File: src/rtl/hazard_flush_ctrl.sv
// Pipeline hazard/flush controller: RAW stall detection, branch flush priority,
// memory wait-state sequencing with timeout, and saturating event counters.
//
// state  | meaning
// S_IDLE | no memory access outstanding; a missed mem_ready freezes and enters S_WAIT
// S_WAIT | access outstanding, pipeline frozen, timer counting wait cycles
// S_ERR  | memory timed out; pipeline frozen until rst
module hazard_flush_ctrl #(
  parameter int REG_ADDR_W  = 4,
  parameter int FWD_EN      = 1,
  parameter int CNT_W       = 16,
  parameter int MEM_TIMEOUT = 255
) (
  input  logic                  clk,
  input  logic                  rst,
  input  logic [REG_ADDR_W-1:0] id_src1,
  input  logic [REG_ADDR_W-1:0] id_src2,
  input  logic                  id_two_src,
  input  logic                  id_src_valid,
  input  logic [REG_ADDR_W-1:0] ex_dst,
  input  logic                  ex_wb_en,
  input  logic                  ex_mem_read,
  input  logic [REG_ADDR_W-1:0] mem_dst,
  input  logic                  mem_wb_en,
  input  logic                  branch_taken,
  input  logic                  mem_req,
  input  logic                  mem_ready,
  output logic                  freeze_pc,
  output logic                  freeze_if_id,
  output logic                  flush_if_id,
  output logic                  flush_id_ex,
  output logic                  freeze_all,
  output logic                  mem_error,
  output logic [CNT_W-1:0]      stall_cnt,
  output logic [CNT_W-1:0]      flush_cnt,
  output logic [CNT_W-1:0]      wait_cnt
);

  localparam int TMR_W = (MEM_TIMEOUT < 2) ? 1 : $clog2(MEM_TIMEOUT + 1);

  typedef enum logic [1:0] {
    S_IDLE = 2'd0,
    S_WAIT = 2'd1,
    S_ERR  = 2'd2
  } state_t;

  state_t             state, state_nxt;
  logic [TMR_W-1:0]   timer, timer_nxt;
  logic               match_ex, match_mem, hazard;
  logic               wait_frz, stall_go, flush_go;

  always_comb begin
    match_ex  = ex_wb_en  & ((id_src1 == ex_dst)  | (id_two_src & (id_src2 == ex_dst)));
    match_mem = mem_wb_en & ((id_src1 == mem_dst) | (id_two_src & (id_src2 == mem_dst)));
    if (FWD_EN != 0) hazard = id_src_valid & match_ex & ex_mem_read;
    else             hazard = id_src_valid & (match_ex | match_mem);
  end

  // Freeze beats branch beats hazard; a frozen cycle re-presents the same
  // branch/hazard once the freeze drops, so nothing is lost by masking here.
  always_comb begin
    wait_frz     = (state == S_WAIT) | ((state == S_IDLE) & mem_req & ~mem_ready);
    freeze_all   = ~rst & (wait_frz | (state == S_ERR));
    flush_go     = ~rst & ~freeze_all & branch_taken;
    stall_go     = ~rst & ~freeze_all & ~branch_taken & hazard;
    freeze_pc    = stall_go;
    freeze_if_id = stall_go;
    flush_if_id  = flush_go;
    flush_id_ex  = flush_go | stall_go;
    mem_error    = ~rst & (state == S_ERR);
  end

  always_comb begin
    state_nxt = state;
    timer_nxt = timer;
    case (state)
      S_IDLE: begin
        if (mem_req & ~mem_ready) begin
          state_nxt = S_WAIT;
          timer_nxt = TMR_W'(1);
        end
      end
      S_WAIT: begin
        if (mem_ready) begin
          state_nxt = S_IDLE;
          timer_nxt = '0;
        end else if (timer == TMR_W'(MEM_TIMEOUT)) begin
          state_nxt = S_ERR;
        end else begin
          timer_nxt = timer + TMR_W'(1);
        end
      end
      S_ERR:   state_nxt = S_ERR;
      default: state_nxt = S_IDLE;
    endcase
  end

  always_ff @(posedge clk or posedge rst) begin
    if (rst) begin
      state <= S_IDLE;
      timer <= '0;
    end else begin
      state <= state_nxt;
      timer <= timer_nxt;
    end
  end

  // Counters stick at all-ones rather than wrapping.
  always_ff @(posedge clk or posedge rst) begin
    if (rst) begin
      stall_cnt <= '0;
      flush_cnt <= '0;
      wait_cnt  <= '0;
    end else begin
      if (stall_go && (stall_cnt != '1)) stall_cnt <= stall_cnt + CNT_W'(1);
      if (flush_go && (flush_cnt != '1)) flush_cnt <= flush_cnt + CNT_W'(1);
      if (wait_frz && (wait_cnt  != '1)) wait_cnt  <= wait_cnt  + CNT_W'(1);
    end
  end

endmodule
File: config.mk
export PLATFORM = sky130hd
export DESIGN_NAME = hazard_flush_ctrl
export DESIGN_NICKNAME = d
export VERILOG_FILES = /design/src/rtl/hazard_flush_ctrl.sv
export SDC_FILE = /design/constraint.sdc
export NUM_CORES = 1
export LEC_CHECK = 0
export BUFFER_PORTS_ARGS = -buffer_cell sky130_fd_sc_hd__buf_2
export CELL_PAD_IN_SITES_DETAIL_PLACEMENT = 1
export CELL_PAD_IN_SITES_GLOBAL_PLACEMENT = 1
export CORE_MARGIN = 4
export CORE_UTILIZATION = 41
export CTS_CLUSTER_DIAMETER = 80
export DETAILED_ROUTE_END_ITERATION = 12
export PLACE_DENSITY = 0.78
export SYNTH_ARGS = -nofsm -noshare
export SYNTH_HDL_FRONTEND = slang
export SYNTH_SLANG_ARGS = --single-unit
File: constraint.sdc
create_clock -name clk -period 2.7 [get_ports clk]
set_input_delay 0.135 -clock clk [delete_from_list [all_inputs] [get_ports clk]]
set_output_delay 0.135 -clock clk [all_outputs]
set_load 0.05 [all_outputs]
==> flow_metrics.py, run 1 <==
metrics = {
    "global_route": {
        "grt_use_total_pct": 17.3,
        "grt_start_max_net_pins": 59,
        "grt_overflow": 0,
        "grt_pass1_wl_mm": 12.5,
        "grt_pass1_vias": 2661,
        "grt_antenna_before_repair": 0,
    },
    "final_layout": {
        "nNetsFinal": 407,
        "drive_above_1_share_pct": 27.5,
        "antennaDiodeCount": 0,
        "fill_cells": 859,
        "area_delta_synth_final_pct": 21.4,
    },
    "sta": {
        "fmax_mhz": 430,
        "slew_headroom_pct": 50.2,
        "rsz0062_at_grt": "no",
        "setup-violations-final": 0,
        "tightestPinTransition_ns": 0.747,
        "skew_ns": 0.00982,
        "final_max_slew_viol_count": 0,
        "hold_viol": 0,
        "setup_ws_ns": 0.376,
        "fin_crit_ns": 2.32,
        "period_share_pct": 86.1,
        "setup_tns_ns": 0,
    },
    "drt": {
        "drt-pass1-iter-count": 4,
        "drt_iter0_drc": 71,
        "wl_per_cell_microns": 15.6,
        "drc_errors": 0,
        "ant_nets": 0,
        "drt_wl_total_mm": 7.48,
        "via_per_inst": 5.30,
        "num_vias": 2549,
    },
    "critical_path": {
        "crit_slowest_cell": "dfrtp_1",
        "reg2reg_depth": 5,
        "r2r_setup_slack_ns": 0.58,
        "r2r_end": "flush_cnt[6]",
        "cp-end-kind": "output pin",
        "timing.rr.start": "state[1]",
        "critical_path_arrival_ns": 2.19,
        "slowest_delay_ns": 0.60,
        "cp-start-kind": "register",
        "crit_chain": "and2_1 > a21oi_2 > nor3b_4 > buf_2",
        "critical_path.max_fanout": 16,
        "worstSetupPathType": "reg -> out",
        "required_ns": 2.57,
    },
    "power": {
        "leakagePower_nw": 1.77,
        "clockPowerShare_pct": 31.3,
        "power_switching_share_pct": 37.6,
        "ir_drop_mv": 0.572,
        "intPower_w": 0.00165,
        "power.density_nw_per_um2": 699,
        "seqPwrFrac_pct": 41.6,
        "power_frac_comb_pct": 27.1,
        "p_switching_w": 0.000992,
    },
    "hold_path": {
        "whs_path_depth": 2,
        "holdCritStartpoint": "mem_ready",
        "hold_path_class": "in -> reg",
        "hold_end": "state[0]",
    },
    "synth": {
        "synth.most_common_cell": "dfrtp_1",
        "async_reset_ff_share_pct": 100,
        "syn_nets": 330,
        "netlist_instances": 300,
        "syn_area_sq_um": 3110,
        "syn_area_per_cell_sq_um": 10.4,
        "ys_seq_elements": 58,
        "synthTopCellsByArea": "dfrtp_1, xnor2_1, xor2_1, nand4_1, nand3_1",
        "synth_cell_types": 47,
        "ys.flop_type": "dfrtp_1",
        "synthTopCellsByCount": "dfrtp_1, xnor2_1, nand3_1",
        "yosysTopAreaCell": "dfrtp_1",
        "synth_edf_count": 0,
        "yosysWarnings": 0,
        "synth_top_area_share_pct": 46.6,
        "seq_area_frac_synth_pct": 46.6,
    },
    "floorplan": {
        "initial_core_util_pct": 42.4,
        "die_area_sq_um": 9050,
        "row_count": 31,
        "fp.dieH_microns": 95.1,
        "io_pins": 80,
        "core_sq_um": 7330,
        "die_w_microns": 95.1,
    },
    "placement": {
        "hpwlAfterDp_mm": 5.35,
        "place.gp.congestion": 0.797,
        "io_buffers": 74,
        "post-place-ws_ns": 0.592,
    },
    "clocking": {
        "cts_buffers": 9,
        "cts.clk_slew.worst_paths_ns": 0.07,
        "htreeDepth": 3,
        "cts_root_buf": "clkbuf_8",
        "clock_latency_ns": 0.33,
        "cts_tree": "built",
        "cts_sinks": 58,
        "cts_hold_buf": 0,
        "clockBufferDepth": 2,
        "post_cts_resized": 0,
        "cts_setup_buffers": 0,
    },
    "run_status": {
        "status": "finished clean",
    },
    "flow_run": {
        "drv_cap": 0,
    },
}
-- logic make-up after synthesis --
kind of cell | after synthesis | synth area share, %
and+or+nand+nor | 143 | 27.1
DFF | 58 | 46.6
xor gates and xnor gates | 56 | 15.8
AOI/OAI and AO/OA | 19 | 4.87
buffers and inverters | 15 | 2.29
muxes | 5 | 1.77
adders and majority gates | 4 | 1.61
-- worst max-delay path, delay by kind of cell, from the launching register on --
kind	cells	cell delay, ns
simple gates	2	0.79
buf+inv	1	0.38
flops	1	0.60
compound gates	1	0.10
-- flip-flops by register name (all words and copies together), names as in the netlist --
signal and flops:
flush_cnt 16, timer 8, stall_cnt 16, state 2, wait_cnt 16
-- placed cells by master, fill, tap and decap left out, types with 2 or more instances in the layout --
master and n:
a211oi_1 3, a21oi_1 2, and2_1 6, and3_1 9, and4_1 8, buf_2 74, clkbuf_8 11, clkinvlp_4 2
dfrtp_1 58, ha_1 4, inv_1 5, mux2_2 3, nand2_1 21, nand2b_1 2, nand3_1 24, nand3b_1 3
nand4_1 20, nand4b_1 5, nor2_1 23, nor2_2 2, nor2b_1 2, nor3_1 8, nor4b_1 2, o21ai_0 4
xnor2_1 41, xor2_1 15
-- worst max path at each step --
stage	from	depth (start not counted)	end	slack, ns
after global routing	state[1]	4	flush_if_id	0.23
after floorplan	state[0]	5	freeze_pc	0.32
after detailed placement	state[1]	5	flush_cnt[6]	0.59
after CTS	state[1]	4	flush_if_id	0.37
final	state[1]	4	flush_if_id	0.38
after global placement	state[1]	5	flush_cnt[6]	0.67
-- layer usage --
layer,vias to the layer above,global-route usage [%],share of wire [%]
met5,-,0,0
met2,63,28.6,47
met3,12,4.74,5.6
li1,1217,-,-
met1,1257,21.6,46
met4,0,6.37,1.6
-- layout make-up --
| type | count | area (sq um) | area share (%) |
|---|---|---|---|
| multi-input combinational | 227 | 1600 | 42.2 |
| sequential | 58 | 1450 | 38.4 |
| timing repair buffer | 75 | 378 | 10.0 |
| clock buffer | 12 | 155 | 4.11 |
| tap | 99 | 124 | 3.28 |
| clock inverter | 4 | 50.0 | 1.33 |
| inverter | 6 | 22.5 | 0.596 |
-- power groups by stage --
stage	clock network [W]	registers [W]	logic, W
finish	0.000827	0.00110	0.000714
CTS	0.000854	0.00110	0.000726
detailed placement	0	0.00111	0.000725
global route	0.000897	0.00112	0.000768
floorplan	0	0.00141	0.000234
global placement	0	0.00111	0.000710
-- stage by stage --
step	utilization (%)	hold WS (ns)	cells	power, W	area (sq um)
6_report	51.5	0.0489	481	0.00264	3780
5_1_grt	51.5	0.0326	481	0.00279	3780
4_1_cts	51.5	0.0223	481	0.00268	3780
3_5_place_dp	48.7	0.398	465	0.00184	3570
3_3_place_gp	48.7	0.390	465	0.00182	3570
2_1_floorplan	-	0.208	300	0.00164	3120
Power figures use the tool's default switching activity.
==> run 2, diff against run 1 <==
Settings changed: MAX_ROUTING_LAYER set to met4, RECOVER_POWER set to 100.
==> run 2 against run 1 <==
Net effect:
- power fell by 1.0%
- largest power group unchanged
- worst hold slack worse by 0.0018 ns
- fmax fell by 2.7%
- cell count unchanged
- non-clock buffer count unchanged
==> flow_metrics.py, run 2 (synthesis results as in run 1) <==
metrics = {
    "power": {
        "p_switching_w": 0.000993,
        "power.density_nw_per_um2": 710,
        "ir_drop_mv": 0.541,
        "leakagePower_nw": 1.54,
        "power_frac_comb_pct": 26.2,
        "power_switching_share_pct": 38.0,
        "intPower_w": 0.00162,
        "seqPwrFrac_pct": 42.1,
        "clockPowerShare_pct": 31.7,
    },
    "clocking": {
        "clock_latency_ns": 0.33,
        "clockBufferDepth": 2,
        "htreeDepth": 3,
        "cts_setup_buffers": 0,
        "cts_sinks": 58,
        "cts_buffers": 9,
        "cts.clk_slew.worst_paths_ns": 0.07,
        "cts_tree": "built",
        "cts_hold_buf": 0,
        "post_cts_resized": 0,
        "cts_root_buf": "clkbuf_8",
    },
    "final_layout": {
        "drive_above_1_share_pct": 12.8,
        "fill_cells": 873,
        "nNetsFinal": 407,
        "final_cell_mix": "dfrtp_1, clkbuf_1, xnor2_1",
        "area_delta_synth_final_pct": 18.3,
        "final_cells": 481,
        "antennaDiodeCount": 0,
        "fin_area_sq_um": 3680,
        "top_regs": "flush_cnt x16, stall_cnt x16, wait_cnt x16",
        "final_common_cell": "dfrtp_1",
        "seq_area_sq_um": 1450,
        "final_util_pct": 50.2,
        "multi_input_area_sq_um": 1570,
    },
    "drt": {
        "via_per_inst": 5.31,
        "drt_iter0_drc": 68,
        "drt-pass1-iter-count": 4,
        "drc_errors": 0,
        "drt_wl_total_mm": 7.48,
        "ant_nets": 0,
        "num_vias": 2556,
        "wl_per_cell_microns": 15.5,
    },
    "sta": {
        "period_share_pct": 88.4,
        "fin_crit_ns": 2.39,
        "skew_ns": 0.00917,
        "final_max_slew_viol_count": 0,
        "setup_tns_ns": 0,
        "hold_viol": 0,
        "slew_headroom_pct": 2.00,
        "tightestPinTransition_ns": 1.47,
        "fmax_mhz": 419,
        "rsz0062_at_grt": "no",
        "setup-violations-final": 0,
    },
    "flow_run": {
        "drv_cap": 0,
    },
    "floorplan": {
        "die_area_sq_um": 9050,
        "fp.dieH_microns": 95.1,
        "row_count": 31,
        "core_sq_um": 7330,
        "die_w_microns": 95.1,
        "io_pins": 80,
        "initial_core_util_pct": 42.4,
    },
    "critical_path": {
        "crit_chain": "nor2_1 > a21oi_1 > nor3b_4 > buf_2",
        "cp-start-kind": "register",
        "startpoint": "state[1]",
        "crit_slowest_cell": "nor3b_4",
        "timing.rr.start": "stall_cnt[0]",
        "cp-end-kind": "output pin",
        "critPathTopFamily": "simple AND/OR/NAND/NOR gates",
        "reg2reg_depth": 6,
        "critical_path.max_fanout": 16,
        "required_ns": 2.57,
        "r2r_end": "stall_cnt[14]",
        "worst-path-stages": 4,
        "slowest_delay_ns": 0.61,
        "crit_buf_inv": 1,
        "worstSetupPathType": "reg -> out",
        "r2r_setup_slack_ns": 0.37,
        "crit_end": "flush_if_id",
        "critical_path_arrival_ns": 2.25,
    },
    "global_route": {
        "grt_antenna_before_repair": 0,
        "grt_overflow": 0,
        "grt_use_total_pct": 17.8,
        "grt_pass1_vias": 2662,
        "grt_pass1_wl_mm": 12.4,
        "grt_start_max_net_pins": 59,
    },
    "run_status": {
        "status": "finished clean",
    },
    "placement": {
        "dp_cells": 465,
        "place.gp.congestion": 0.809,
        "place_area_sq_um": 3570,
        "io_buffers": 74,
        "hpwlAfterDp_mm": 5.35,
    },
    "hold_path": {
        "hold_path_class": "in -> reg",
    },
}
==> run 2: changes by cell type in the layout (fill, tap and decap cells not counted), sizes merged <==
cell,change
clkbuf,+55
clkinv,+1
inv,-1
buf,-55
==> run 2: power groups by stage <==
stage,sequential (W),clock (W),combinational [W]
after floorplan,0.00141,0,0.000234
after global routing,0.00112,0.000897,0.000739
after CTS,0.00110,0.000854,0.000726
after detailed placement,0.00111,0,0.000725
after global placement,0.00111,0,0.000710
final,0.00110,0.000827,0.000685
==> run 2: layout make-up <==
| type | count | share of cell area (%) |
|---|---|---|
| well taps | 99 | 3.37 |
| flip-flops and latches | 58 | 39.4 |
| multi-input cells | 227 | 42.5 |
| repair buffers | 75 | 8.50 |
| inverters | 6 | 0.612 |
| clock buffers | 12 | 4.21 |
| clock inverters | 4 | 1.36 |
==> run 2: per-layer routing <==
layer  wire length (microns)  vias to the layer above  global-route usage, %
met1                    3390                     1253                   21.6
li1                        -                     1223                      -
met3                     432                       15                   4.58
met4                     114                        0                   6.37
met5                       0                        -                      -
met2                    3540                       65                   28.7
==> run 2: how the worst min path moves through the flow <==
stage	depth (start not counted)	start	slack, ns	end
after floorplan	1	mem_ready	0.21	state[0]
after global placement	2	mem_ready	0.39	state[0]
after detailed placement	2	mem_ready	0.40	state[0]
after CTS	2	mem_ready	0.02	state[0]
after global routing	2	mem_ready	0.03	state[0]
final	2	mem_ready	0.05	state[0]
==> run 2: per-stage QoR <==
stage          total power (W)  hold slack [ns]  setup WS [ns]
3_5_place_dp           0.00184            0.398          0.592
5_1_grt                0.00276           0.0327          0.114
6_report               0.00261           0.0471          0.313
3_3_place_gp           0.00182            0.390          0.671
4_1_cts                0.00268           0.0223          0.366
2_1_floorplan          0.00164            0.208          0.316
==> run 3, diff against run 2 <==
Clock period 2.7 ns to 2.48 ns, I/O delays scaled along.
==> run 3 against run 2 <==
Net effect:
- clock skew up 0.0012 ns
- sequential cell count stayed put
- cell area is 0.10% higher
- cell count increased by 0.21%
- core utilization grew 0.051 points
- combinational power increased by 9.2%
- routed wire length fell by 2.8%
- register-to-register slack worse by 0.02 ns
- via count up 0.39%
- non-clock buffer count is 1 higher
- clock-buffer cell count unchanged
- largest cell class unchanged
- highest routed layer unchanged
==> flow_metrics.py, run 3 (synthesis results as in run 1) <==
metrics = {
    "final_layout": {
        "final_cells": 482,
        "final_common_cell": "dfrtp_1",
        "top_regs": "flush_cnt x16, stall_cnt x16, wait_cnt x16",
        "final_cell_mix": "dfrtp_1, clkbuf_1, xnor2_1",
        "antennaDiodeCount": 0,
        "nNetsFinal": 408,
        "area_delta_synth_final_pct": 18.4,
        "drive_above_1_share_pct": 12.5,
        "final_util_pct": 50.3,
    },
    "floorplan": {
        "initial_core_util_pct": 42.4,
        "die_area_sq_um": 9050,
        "die_w_microns": 95.1,
        "fp.dieH_microns": 95.1,
        "core_sq_um": 7330,
        "row_count": 31,
        "io_pins": 80,
    },
    "clocking": {
        "cts_sinks": 58,
        "post_cts_resized": 0,
        "cts_tree": "built",
        "htreeDepth": 3,
        "clock_latency_ns": 0.34,
        "cts_root_buf": "clkbuf_8",
        "cts.clk_slew.worst_paths_ns": 0.07,
        "cts_buffers": 9,
        "cts_setup_buffers": 0,
        "clockBufferDepth": 2,
        "cts_hold_buf": 0,
    },
    "critical_path": {
        "worstSetupPathType": "reg -> out",
        "critical_path_arrival_ns": 2.12,
        "crit_slowest_cell": "dfrtp_1",
        "critPathTopFamily": "simple AND/OR/NAND/NOR gates",
        "slowest_delay_ns": 0.59,
        "critical_path.max_fanout": 14,
        "r2r_setup_slack_ns": 0.35,
        "cp-end-kind": "output pin",
        "cp-start-kind": "register",
        "crit_chain": "and2_0 > a21oi_2 > nor3b_4 > buf_2",
        "crit_buf_inv": 1,
        "required_ns": 2.36,
    },
    "global_route": {
        "grt_start_max_net_pins": 59,
        "grtUsageMet2_pct": 28.0,
        "grt_busiest_layer": "met2",
        "grt_overflow": 0,
        "grt_pass1_vias": 2627,
        "gr-usage-met1_pct": 21.9,
        "grt_use_total_pct": 17.8,
        "grt_pass1_wl_mm": 12.3,
        "grtUsageMet3_pct": 4.50,
        "grt_antenna_before_repair": 0,
    },
    "placement": {
        "hpwlAfterDp_mm": 5.36,
        "place.gp.congestion": 0.807,
        "dp_cells": 466,
        "post-place-ws_ns": 0.434,
        "io_buffers": 74,
    },
    "sta": {
        "period_share_pct": 90.4,
        "setup_tns_ns": 0,
        "whs_ns": 0.0425,
        "slew_headroom_pct": 3.54,
        "setup-violations-final": 0,
        "tightestPinTransition_ns": 1.45,
        "fmax_mhz": 446,
        "fin_crit_ns": 2.24,
        "skew_ns": 0.0104,
        "setup_ws_ns": 0.239,
        "hold_viol": 0,
        "final_max_slew_viol_count": 0,
        "rsz0062_at_grt": "no",
    },
    "power": {
        "power.density_nw_per_um2": 772,
        "leakagePower_nw": 1.54,
        "ir_drop_mv": 0.633,
    },
    "drt": {
        "ant_nets": 0,
        "num_vias": 2566,
        "via_per_inst": 5.32,
        "drt_iter0_drc": 64,
        "drt_wl_total_mm": 7.27,
        "drc_errors": 0,
        "drt-pass1-iter-count": 4,
        "wl_per_cell_microns": 15.1,
    },
    "run_status": {
        "status": "finished clean",
    },
    "flow_run": {
        "drv_cap": 0,
    },
    "hold_path": {
        "hold_path_class": "in -> reg",
    },
}
## run 3: final cells by class
type | instances | area (sq um)
sequential | 58 | 1450
clock inverter | 4 | 50.0
tap | 99 | 124
multi-input combinational | 227 | 1570
timing repair buffer | 76 | 315
clock buffer | 12 | 155
fill | 866 | 3650
inverter | 6 | 22.5
## run 3: routing by layer
metal  vias to the layer above  wire length, microns
met5                         -                     0
met4                         0                   124
met3                        12                   435
met2                        67                  3370
met1                      1266                  3340
li1                       1221                     -
## run 3: final timing paths
kind | depth (start not counted) | to | startpoint
setup / recovery | 4 | flush_if_id | state[1]
hold / removal | 2 | state[0] | mem_ready
setup reg to reg | 6 | stall_cnt[14] | stall_cnt[0]
hold reg to reg | 1 | wait_cnt[13] | wait_cnt[13]
max in group asynchronous | 3 | timer[3] | rst
min in group asynchronous | 3 | stall_cnt[7] | rst
## run 3: metrics by stage
stage | power (W) | instance area (sq um)
floorplan | 0.00179 | 3120
global placement | 0.00198 | 3580
detailed placement | 0.00200 | 3580
CTS | 0.00292 | 3780
global route | 0.00301 | 3680
finish | 0.00284 | 3680
## run 3: report_power, final
group          total (W)  internal [W]  switching [W]  leakage (nW)
Combinational   0.000748      0.000192       0.000556         0.673
Clock           0.000898      0.000517       0.000381        0.0986
Sequential       0.00120       0.00105       0.000146         0.770
